`src/rtl/seq_detect_moore_if.sv`:
```
// Serial-bit detector bus: data/valid/clear from the source, match pulse and count back.
// The master modport belongs to the stimulus side and the slave modport to the detector.
interface seq_detect_moore_if #(
  parameter int CNT_W = 8
);
  logic             inbits;
  logic             in_valid;
  logic             count_clr;
  logic             out;
  logic [CNT_W-1:0] match_count;

  modport master (
    output inbits, in_valid, count_clr,
    input  out, match_count
  );

  modport slave (
    input  inbits, in_valid, count_clr,
    output out, match_count
  );
endinterface

```
`src/rtl/seq_detect_moore.sv`:
```
// Moore serial pattern detector: a history shift register plus a saturating fill count, with a registered match pulse.
// Defining SEQ_DETECT_MATCH_CNT_EN compiles in the saturating match counter and count_clr; otherwise match_count is tied to 0.
module seq_detect_moore #(
  parameter int               PAT_W   = 4,
  parameter logic [PAT_W-1:0] PATTERN = 4'b1011,
  parameter bit               OVERLAP = 1'b1,
  parameter int               CNT_W   = 8
) (
  input logic               clk,
  input logic               reset,
  seq_detect_moore_if.slave bus
);
  localparam int FILL_W = $clog2(PAT_W + 1);
  localparam logic [FILL_W-1:0] FILL_FULL = FILL_W'(PAT_W);

  logic [PAT_W-1:0]  hist_q, hist_d;
  logic [FILL_W-1:0] fill_q, fill_d;
  logic              out_q;
  logic              match;

  // NOTE: every output of an always_comb gets a default first, so no path leaves it unassigned and no latch is inferred.
  always_comb begin
    hist_d = hist_q;
    fill_d = fill_q;
    match  = 1'b0;
    if (bus.in_valid) begin
      hist_d = {hist_q[PAT_W-2:0], bus.inbits};
      fill_d = (fill_q == FILL_FULL) ? fill_q : fill_q + 1'b1;
      match  = (fill_d == FILL_FULL) && (hist_d == PATTERN);
      // Non-overlapping mode forces the next match to be built from PAT_W fresh bits.
      if (match && !OVERLAP) begin
        fill_d = '0;
      end
    end
  end

  // NOTE: sequential state uses non-blocking assignments so every flop samples pre-edge values.
  always_ff @(posedge clk or posedge reset) begin
    if (reset) begin
      hist_q <= '0;
      fill_q <= '0;
      out_q  <= 1'b0;
    end else begin
      hist_q <= hist_d;
      fill_q <= fill_d;
      out_q  <= match;
    end
  end

  assign bus.out = out_q;

`ifdef SEQ_DETECT_MATCH_CNT_EN
  logic [CNT_W-1:0] cnt_q;

  // Clear wins over a coincident match; the count holds at all-ones instead of wrapping.
  always_ff @(posedge clk or posedge reset) begin
    if (reset) begin
      cnt_q <= '0;
    end else if (bus.count_clr) begin
      cnt_q <= '0;
    end else if (match && (cnt_q != '1)) begin
      cnt_q <= cnt_q + 1'b1;
    end
  end

  assign bus.match_count = cnt_q;
`else
  logic unused_count_clr;

  assign unused_count_clr = bus.count_clr;
  assign bus.match_count  = '0;
`endif
endmodule

```
`src/flat_wrapper.sv`:
```
// flat-port wrapper written by rule: the top's interface ports become plain ports
module seq_detect_moore_flat 
#(
  parameter int               PAT_W   = 4,
  parameter logic [PAT_W-1:0] PATTERN = 4'b1011,
  parameter bit               OVERLAP = 1'b1,
  parameter int               CNT_W   = 8
)
  (clk, reset, bus_inbits, bus_in_valid, bus_count_clr, bus_out, bus_match_count);
  seq_detect_moore_if #(.CNT_W(CNT_W)) bus_i ();
  input logic clk;
  input logic reset;
  input wire logic [$bits(bus_i.inbits)-1:0] bus_inbits;
  input wire logic [$bits(bus_i.in_valid)-1:0] bus_in_valid;
  input wire logic [$bits(bus_i.count_clr)-1:0] bus_count_clr;
  output wire logic [$bits(bus_i.out)-1:0] bus_out;
  output wire logic [$bits(bus_i.match_count)-1:0] bus_match_count;
  assign bus_i.inbits = bus_inbits;
  assign bus_i.in_valid = bus_in_valid;
  assign bus_i.count_clr = bus_count_clr;
  assign bus_out = bus_i.out;
  assign bus_match_count = bus_i.match_count;
  seq_detect_moore #(.PAT_W(PAT_W), .PATTERN(PATTERN), .OVERLAP(OVERLAP), .CNT_W(CNT_W)) u_core (.clk(clk), .reset(reset), .bus(bus_i));
endmodule
```
`config.mk`:
```
export PLATFORM = sky130hd
export DESIGN_NAME = seq_detect_moore_flat
export DESIGN_NICKNAME = d
export VERILOG_FILES = /design/src/rtl/seq_detect_moore_if.sv /design/src/rtl/seq_detect_moore.sv /design/src/flat_wrapper.sv
export SDC_FILE = /design/constraint.sdc
export NUM_CORES = 1
export LEC_CHECK = 0
export BUFFER_PORTS_ARGS = -buffer_cell sky130_fd_sc_hd__buf_2
export CAP_MARGIN = 40
export CELL_PAD_IN_SITES_DETAIL_PLACEMENT = 1
export CELL_PAD_IN_SITES_GLOBAL_PLACEMENT = 2
export CORE_MARGIN = 1
export CORE_UTILIZATION = 29
export DETAILED_ROUTE_END_ITERATION = 10
export PLACE_DENSITY_LB_ADDON = 0.1
export SETUP_SLACK_MARGIN = 0.4
export SYNTH_ARGS = -nofsm -noshare
export SYNTH_HDL_FRONTEND = slang
export SYNTH_SLANG_ARGS = --single-unit
```
`constraint.sdc`:
```
create_clock -name clk -period 3.15 [get_ports clk]
set_input_delay 0.63 -clock clk [delete_from_list [all_inputs] [get_ports clk]]
set_output_delay 0.63 -clock clk [all_outputs]
set_load 0.02 [all_outputs]
```
==> results of run 1 <==
[power by group through the flow]
stage | registers [W] | clock network [W] | logic (W)
2_1_floorplan | 0.000133 | 0 | 0.000102
3_5_place_dp | 0.000138 | 0 | 0.000118
4_1_cts | 0.000136 | 0.0000865 | 0.000119
6_report | 0.000136 | 0.0000816 | 0.000116
3_3_place_gp | 0.000137 | 0 | 0.000111
5_1_grt | 0.000140 | 0.0000915 | 0.000137
[sequential cells by signal, indices dropped and copies added, names as in the netlist]
name,cells
u_core.fill_q,3
u_core.hist_q,3
u_core.bus.out,1
[cell families after synthesis]
logic type | Yosys count | synth area share (%)
other cells | 1 | 0.925
xor+xnor | 1 | 2.16
simple gates | 7 | 8.95
compound gates | 5 | 8.95
mux | 3 | 8.33
fa+ha+maj | 2 | 6.17
flops | 7 | 43.2
buf+inv | 13 | 21.3
[path summary, 6_finish.rpt]
check / from / endpoint / slack (ps)
max: u_core.fill_q[0]$_DFFE_PP0P_ / u_core.bus.out$_DFF_PP0_ / 1690
min: reset / u_core.fill_q[1]$_DFFE_PP0P_ / 310
max reg2reg: u_core.fill_q[0]$_DFFE_PP0P_ / u_core.bus.out$_DFF_PP0_ / 1690
min reg2reg: u_core.fill_q[0]$_DFFE_PP0P_ / u_core.fill_q[0]$_DFFE_PP0P_ / 510
max in group asynchronous: reset / u_core.hist_q[0]$_DFFE_PP0P_ / 2620
min in group clk: u_core.fill_q[0]$_DFFE_PP0P_ / u_core.fill_q[0]$_DFFE_PP0P_ / 510
[cells in the mapped netlist, drive strengths merged]
cell,number,area share [%]
mux2,3,8.3
nor2b,2,3.1
a31oi,1,1.5
or3,1,1.5
nand4,1,1.5
o21ai,1,1.2
inv,4,3.7
a21oi,1,1.2
xnor2,1,2.2
ha,2,6.2
a211oi,2,4.9
buf,9,18
conb,1,0.93
nand2,3,2.8
dfrtp,7,43
[worst max-delay path, stage by stage, from the launching register on]
cell and delay [ps]:
dfrtp_1 380, inv_1 100, ha_1 320, or3_1 370, a211oi_2 220
[final cells by class]
type	count	area [um2]	share of cell area (%)
timing repair buffer	4	20.0	4.71
multi-input combinational	26	170	40.0
tap	15	18.8	4.41
clock buffer	4	26.3	6.18
inverter	4	15.0	3.53
sequential	7	175	41.2
[stage by stage]
step | util, % | cells | instance area, um2
6_report | 32.7 | 60 | 425
2_1_floorplan | - | 46 | 432
3_3_place_gp | 30.7 | 56 | 399
3_5_place_dp | 30.7 | 56 | 399
5_1_grt | 32.7 | 60 | 425
4_1_cts | 32.7 | 60 | 425
[metal layers]
layer	wire length [um]	part of all wire, %	GRT usage, %
met3	29	4.0	5.11
met1	267	37	13.9
met4	0	0	7.76
met5	0	0	0
met2	421	59	19.6
==> run metrics, run 1 <==
switching power around 0.00012 W; Antenna Cells 0; Pwr Total 0.000334 W; Root Driver clkbuf_4; Total GRT Usage 12.5%; Final Routed Wirelength 718 um; CP Data Arrival Time 1620 ps; Worst Setup Slack, final 1690 ps; commonest non-fill, non-tap cell in the layout conb_1; Combinational Power Share 34.8%; PortBufs 4; Worst Hold Class input port to asynchronous set/reset pin; nets 53; TritonCTS Buffers 3; Core ar. 1300 um2; LEAKAGE between 0.2 and 0.25 nW; Synth cell types 17; Worst Setup Start Kind flop; Final Hold Fails 0; Req. time, crit path 3310 ps; Yosys warnings 0; post-synthesis cell area 405 um2; switching share of power 36.7%; post-route ant nets 0; Post-Route Setup TNS 0 ps; H-tree Lvls 1; Crit Path Class flop to flop; vias per cell 4.22; global-route wire length before repair 1170 um; crit path time final 1460 ps; hold_buf cts 0; Post-Synthesis Cells 39; Clock transition at path regs 60 ps; CTS tree built; fill count 164; Post-CTS Setup Repair Bufs 0; Max Cap Violations 0; register share of total power 40.8%; Starting DRT DRC Count 0; CTS sink cnt 7; IO Count 14; PwrDens 786 nW/um2; GP Congestion around 0.66; R2R cell count 4; WL per Instance between 10 and 15 um; clk_lat worst skew 250 ps; most frequent cells in the layout 8 x conb_1, 7 x dfrtp_1, 4 x inv_1, 4 x buf_2; CP Max Fanout 3; Clk pwr share 24.4%; outcome finished clean; die height just under 40 um; Max VDD drop 0.242 mV; Initial Utilization 31.2%; Setup crit end kind flop; pre-CTS setup slack approximately 1600 ps; # DRC 0; Die W 39.4 um; area grow syn2layout 4.94%; length of the first detailed-routing pass in iterations 1; RSZ-0062 raised after global routing no; dpl hpwl 597 um; vias after detailed routing ~250; # resized after CTS 0; Min Hold Slack 306 ps; CTS max path bufs 2; layout cells sized above 1 roughly a quarter; fin crit share 46.4%; pin count of the biggest net entering global routing 10; clk_skew 7.57 ps; global route overflow 0; sequential-to-total area share from yosys stat 43.2%; die footprint roughly 1600 um2; synthesized flop and latch total 7; internal power 0.000212 W; # setup viols final 0; Slew Limit Fails 0; fmax around 680 MHz; vias in the first global route 261; Site Rows 13; initial antenna violation count 0; Mapped Avg Cell Area 10.4 um2
Note: power is estimated with default switching activity, not from simulation.
==> inputs of run 2 (changes only) <==
CORE_UTILIZATION = 24   (was 29)
clock period = 1.2 ns   (was 3.15 ns; I/O delays follow)
==> run metrics, run 2 (synthesis results as in run 1) <==
outcome finished, violations left (was finished clean); failing checks negative setup slack; pre-CTS setup slack -67.5 ps (was 1580 ps); Worst Setup Slack, final -65.7 ps (was 1690 ps); most frequent cells in the layout 8 x conb_1, 8 x buf_4, 7 x dfrtp_1 (was 8 x conb_1, 7 x dfrtp_1, 4 x inv_1, 4 x buf_2); crit path time final 1270 ps (was 1460 ps); CTS max path bufs 2 (unchanged); worst reg-to-reg setup slack -70 ps (was 1690 ps); clk_lat worst skew 240 ps (was 250 ps); CP Max Fanout 3 (unchanged); die height 43.1 um (was 39.4 um); CTS tree built (unchanged); Max VDD drop 0.627 mV (was 0.242 mV); Worst Hold Class input port to flop (was input port to asynchronous set/reset pin); Top delay family on crit path flip-flops (unchanged); PwrDens 2190 nW/um2 (was 786 nW/um2); # setup viols final 1 (was 0); nets 62 (was 53); Hold Startpoint bus_inbits; initial antenna violation count 0 (unchanged); clk_skew 2.02 ps (was 7.57 ps); Pwr Total 0.00120 W (was 0.000334 W); layout cells sized above 1 50.0% (was 24.4%); dpl hpwl 604 um (was 597 um); Max Cap Violations 0 (unchanged); Antenna Cells 0 (unchanged); Register Area 175 um2 (unchanged); Crit Path Class flop to flop (unchanged); fill count 186 (was 164); slowest stage cell, crit path dfrtp_1 (unchanged); R2R Path Start u_core.fill_q[0]$_DFFE_PP0P_ (unchanged); Combinational Power Share 51.8% (was 34.8%); PortBufs 4 (unchanged); Worst Setup Start Kind flop (unchanged); global-route wire length before repair 1340 um (was 1170 um); r2r endpoint u_core.bus.out$_DFF_PP0_ (unchanged); WL per Instance 11.6 um (was 12.0 um); global route overflow 0 (unchanged); # DRC 0 (unchanged); register share of total power 30.9% (was 40.8%); area grow syn2layout 34.9% (was 4.94%); pin count of the biggest net entering global routing 9 (was 10); fmax 790 MHz (was 684 MHz); vias in the first global route 311 (was 261); length of the first detailed-routing pass in iterations 1 (unchanged); Final Routed Wirelength 813 um (was 718 um); internal power 0.000778 W (was 0.000212 W); vias after detailed routing 293 (was 253); Die W 43.1 um (was 39.4 um); vias per cell 4.19 (was 4.22); Total GRT Usage 10.5% (was 12.5%); CTS sink cnt 7 (unchanged); Initial Utilization 26.3% (was 31.2%); RSZ-0062 raised after global routing yes (was no); Final Hold Fails 0 (unchanged); Buf/Inv on CP 1 (unchanged); LEAKAGE 0.269 nW (was 0.209 nW); CP cell instances inv_2, ha_4, or3_4, a211oi_2 (was inv_1, ha_1, or3_1, a211oi_2); Req. time, crit path 1350 ps (was 3310 ps); Site Rows 14 (was 13); Setup crit end kind flop (unchanged); Starting DRT DRC Count 0 (unchanged); switching share of power 35.0% (was 36.7%); hold depth 2; Clk pwr share 17.3% (was 24.4%); Core ar. 1540 um2 (was 1300 um2); R2R cell count 4 (unchanged); area of the multi-input gates 214 um2 (was 170 um2); Root Driver clkbuf_4 (unchanged); H-tree Lvls 1 (unchanged); post-route ant nets 0 (unchanged); max incr delay on CP 410 ps (was 380 ps); Hold EP u_core.hist_q[0]$_DFFE_PP0P_; GP Congestion 0.672 (was 0.657); IO Count 14 (unchanged); fin crit share 105% (was 46.4%); TritonCTS Buffers 3 (unchanged); Clock transition at path regs 50 ps (was 60 ps); Slew Limit Fails 0 (unchanged); switching power 0.000418 W (was 0.000123 W); die footprint 1860 um2 (was 1550 um2); CP Data Arrival Time 1420 ps (was 1620 ps)
-- run 2: cell count changes in the layout (fill, tap and decap cells not counted), sizes merged --
| cell | previous run | this run |
|---|---|---|
| buf | 4 | 12 |
| dlygate4sd3 | 0 | 1 |
-- run 2: power by group through the flow --
stage | sequential, W | clock, W | combinational [W]
after global routing | 0.000378 | 0.000248 | 0.000683
final | 0.000369 | 0.000207 | 0.000620
after floorplan | 0.000354 | 0 | 0.000316
after CTS | 0.000369 | 0.000224 | 0.000554
after global placement | 0.000356 | 0 | 0.000448
after detailed placement | 0.000363 | 0 | 0.000459
-- run 2: stage by stage --
stage	hold slack (ps)	cells	util, %	TNS [ps]	instance area [um2]
floorplan	43.4	46	-	0	447
CTS	235	68	33.9	-56.9	523
global route	239	70	35.5	-106	547
finish	247	70	35.5	-65.7	547
detailed placement	194	62	29.4	-67.5	453
global placement	180	62	29.4	-49.6	453
-- run 2: worst register-to-register path, delay by kind of cell, from the launching register on --
kind            cells  cell delay, ps
compound gates      1             160
flops               1             410
simple gates        1             320
buf+inv             1              90
fa+ha+maj           1             200
-- run 2: worst max-delay path by stage --
stage                                to                    startpoint  cells after the start
4_1_cts        u_core.bus.out$_DFF_PP0_  u_core.fill_q[0]$_DFFE_PP0P_                      4
2_1_floorplan  u_core.bus.out$_DFF_PP0_  u_core.fill_q[0]$_DFFE_PP0P_                      4
6_report       u_core.bus.out$_DFF_PP0_  u_core.fill_q[0]$_DFFE_PP0P_                      4
3_5_place_dp   u_core.bus.out$_DFF_PP0_  u_core.fill_q[1]$_DFFE_PP0P_                      4
5_1_grt        u_core.bus.out$_DFF_PP0_  u_core.fill_q[0]$_DFFE_PP0P_                      4
3_3_place_gp   u_core.bus.out$_DFF_PP0_  u_core.fill_q[1]$_DFFE_PP0P_                      4
-- run 2: final cells by class --
class | instances | share of cell area [%]
flip-flops and latches | 7 | 32.0
well taps | 16 | 3.66
repair buffers | 13 | 17.6
multi-input cells | 26 | 39.1
inverters | 4 | 2.75
clock buffers | 4 | 4.81
-- run 2: routing by layer --
metal	GRT usage, %	wire [um]	vias up
li1	-	-	140
met1	10.7	348	143
met2	15.5	431	10
met3	6.38	33	0
met4	7.27	0	0
met5	0	0	-
-- run 2: repair_timing --
item                                   4_1_cts  5_1_grt
cloned                                       0        0
setup buffers                                1        2
gates resized for setup                      7        2
hold buffers                                 1        0
setup endpoints to repair                    5        6
endpoints found under the hold margin        7        0
==> inputs of run 3 (changes only) <==
REMOVE_ABC_BUFFERS = 1   (was not set)
==> run metrics, run 3 (synthesis results as in run 1) <==
Core ar. 1540 um2 (unchanged); Total GRT Usage 10.7% (was 10.5%); CTS max path bufs 2 (unchanged); CTS tree built (unchanged); H-tree Lvls 1 (unchanged); Worst Setup Slack, final -41.6 ps (was -65.7 ps); Antenna Cells 0 (unchanged); vias per cell 4.25 (was 4.19); Worst Setup Start Kind flop (unchanged); vias in the first global route 324 (was 311); Min Hold Slack 244 ps (was 247 ps); post-route ant nets 0 (unchanged); LEAKAGE 0.267 nW (was 0.269 nW); IO Count 14 (unchanged); RSZ-0062 raised after global routing yes (unchanged); initial antenna violation count 0 (unchanged); R2R Path Start u_core.fill_q[0]$_DFFE_PP0P_ (unchanged); pin count of the biggest net entering global routing 9 (unchanged); Max Cap Violations 0 (unchanged); commonest non-fill, non-tap cell in the layout conb_1; # DRC 0 (unchanged); Starting DRT DRC Count 2 (was 0); TritonCTS Buffers 3 (unchanged); Root Driver clkbuf_4 (unchanged); Hold Startpoint bus_inbits (unchanged); CP Max Fanout 2 (was 3); global-route wire length before repair 1370 um (was 1340 um); length of the first detailed-routing pass in iterations 4 (was 1); Register Area 175 um2 (unchanged); layout cells sized above 1 56.4% (was 50.0%); fill count 190 (was 186); Slew Limit Fails 0 (unchanged); Setup crit end kind flop (unchanged); Crit Path Class flop to flop (unchanged); outcome finished, violations left (unchanged); GP Congestion 0.669 (was 0.672); placed inst area 445 um2 (was 453 um2); Initial Utilization 26.3% (unchanged); Site Rows 14 (unchanged); failing checks negative setup slack (unchanged); Req. time, crit path 1360 ps (was 1350 ps); Final Routed Wirelength 806 um (was 813 um); CP Data Arrival Time 1410 ps (was 1420 ps); die footprint 1860 um2 (unchanged); clk_lat worst skew 250 ps (was 240 ps); vias after detailed routing 302 (was 293); crit path launch u_core.fill_q[0]$_DFFE_PP0P_ (unchanged); area of the multi-input gates 224 um2 (was 214 um2); PortBufs 4 (unchanged); most frequent cells in the layout 8 x conb_1, 7 x buf_4, 7 x dfrtp_1 (was 8 x conb_1, 8 x buf_4, 7 x dfrtp_1); fmax 805 MHz (was 790 MHz); CTS sink cnt 7 (unchanged); Final Util 37.1% (was 35.5%); Die W 43.1 um (unchanged); Clock transition at path regs 50 ps (about the same); fin crit share 103% (was 105%); PwrDens 2320 nW/um2 (was 2190 nW/um2); global route overflow 0 (unchanged); dpl hpwl 564 um (was 604 um); Max VDD drop 0.715 mV (was 0.627 mV); WL per Instance 11.4 um (was 11.6 um); Design Area, Final 572 um2 (was 547 um2); area grow syn2layout 41.0% (was 34.9%); Pwr Total 0.00133 W (was 0.00120 W); clk_skew 0.244 ps (was 2.02 ps); die height 43.1 um (unchanged); crit path time final 1240 ps (was 1270 ps); Worst Hold Class input port to flop (unchanged); Final Hold Fails 0 (unchanged); # setup viols final 1 (unchanged); nets 63 (was 62)
run 3: worst max-delay path, stage by stage (launching register included):
cell      delay (ps)
dfrtp_1          390
inv_2             90
ha_4             200
or3_4            320
a211oi_2         150
run 3: power by group:
group          leakage, nW  internal (W)  switching [W]
Clock               0.0150      0.000127      0.0000890
Combinational        0.168      0.000430       0.000314
Sequential          0.0838      0.000305      0.0000606
Total                0.267      0.000862       0.000464
run 3: final timing paths:
check	endpoint	slack, ps	cells past startpoint
setup / recovery	u_core.bus.out$_DFF_PP0_	-40	4
hold / removal	u_core.hist_q[0]$_DFFE_PP0P_	240	2
setup reg to reg	u_core.bus.out$_DFF_PP0_	-40	4
hold reg to reg	u_core.hist_q[2]$_DFFE_PP0P_	520	1
max in group asynchronous	u_core.fill_q[2]$_DFFE_PP0P_	520	3
min in group asynchronous	u_core.hist_q[0]$_DFFE_PP0P_	460	3
run 3: layer usage:
layer / track usage (%) / up-vias / share of wire [%] / wire (um)
met1: 10.2 / 142 / 37 / 298
met3: 5.11 / 4 / 7.3 / 59
met4: 5.45 / 0 / 2.5 / 20
met5: 0 / - / 0 / 0
li1: - / 141 / - / -
met2: 18.8 / 15 / 53 / 427
run 3: layout make-up:
type	instances	share of cell area, %
multi-input combinational	26	39.2
sequential	7	30.6
timing repair buffer	14	19.5
clock buffer	4	4.60
tap	16	3.50
inverter	4	2.63
run 3: what timing repair did:
item                                    4_1_cts  5_1_grt
gates resized for setup                      11        7
endpoints found under the hold margin         7        0
endpoints found under the setup margin        5        6
pin swaps                                     3        0
buffers inserted                              2        1
cloned                                        0        0
hold buffers                                  1        0
run 3: through the flow:
step	setup WS (ps)	std cells	TNS (ps)
6_report	-41.6	71	-41.6
5_1_grt	-89.2	71	-89.2
4_1_cts	-29.2	70	-29.2
3_5_place_dp	-160	63	-160
3_3_place_gp	-144	63	-144
2_1_floorplan	-146	37	-146
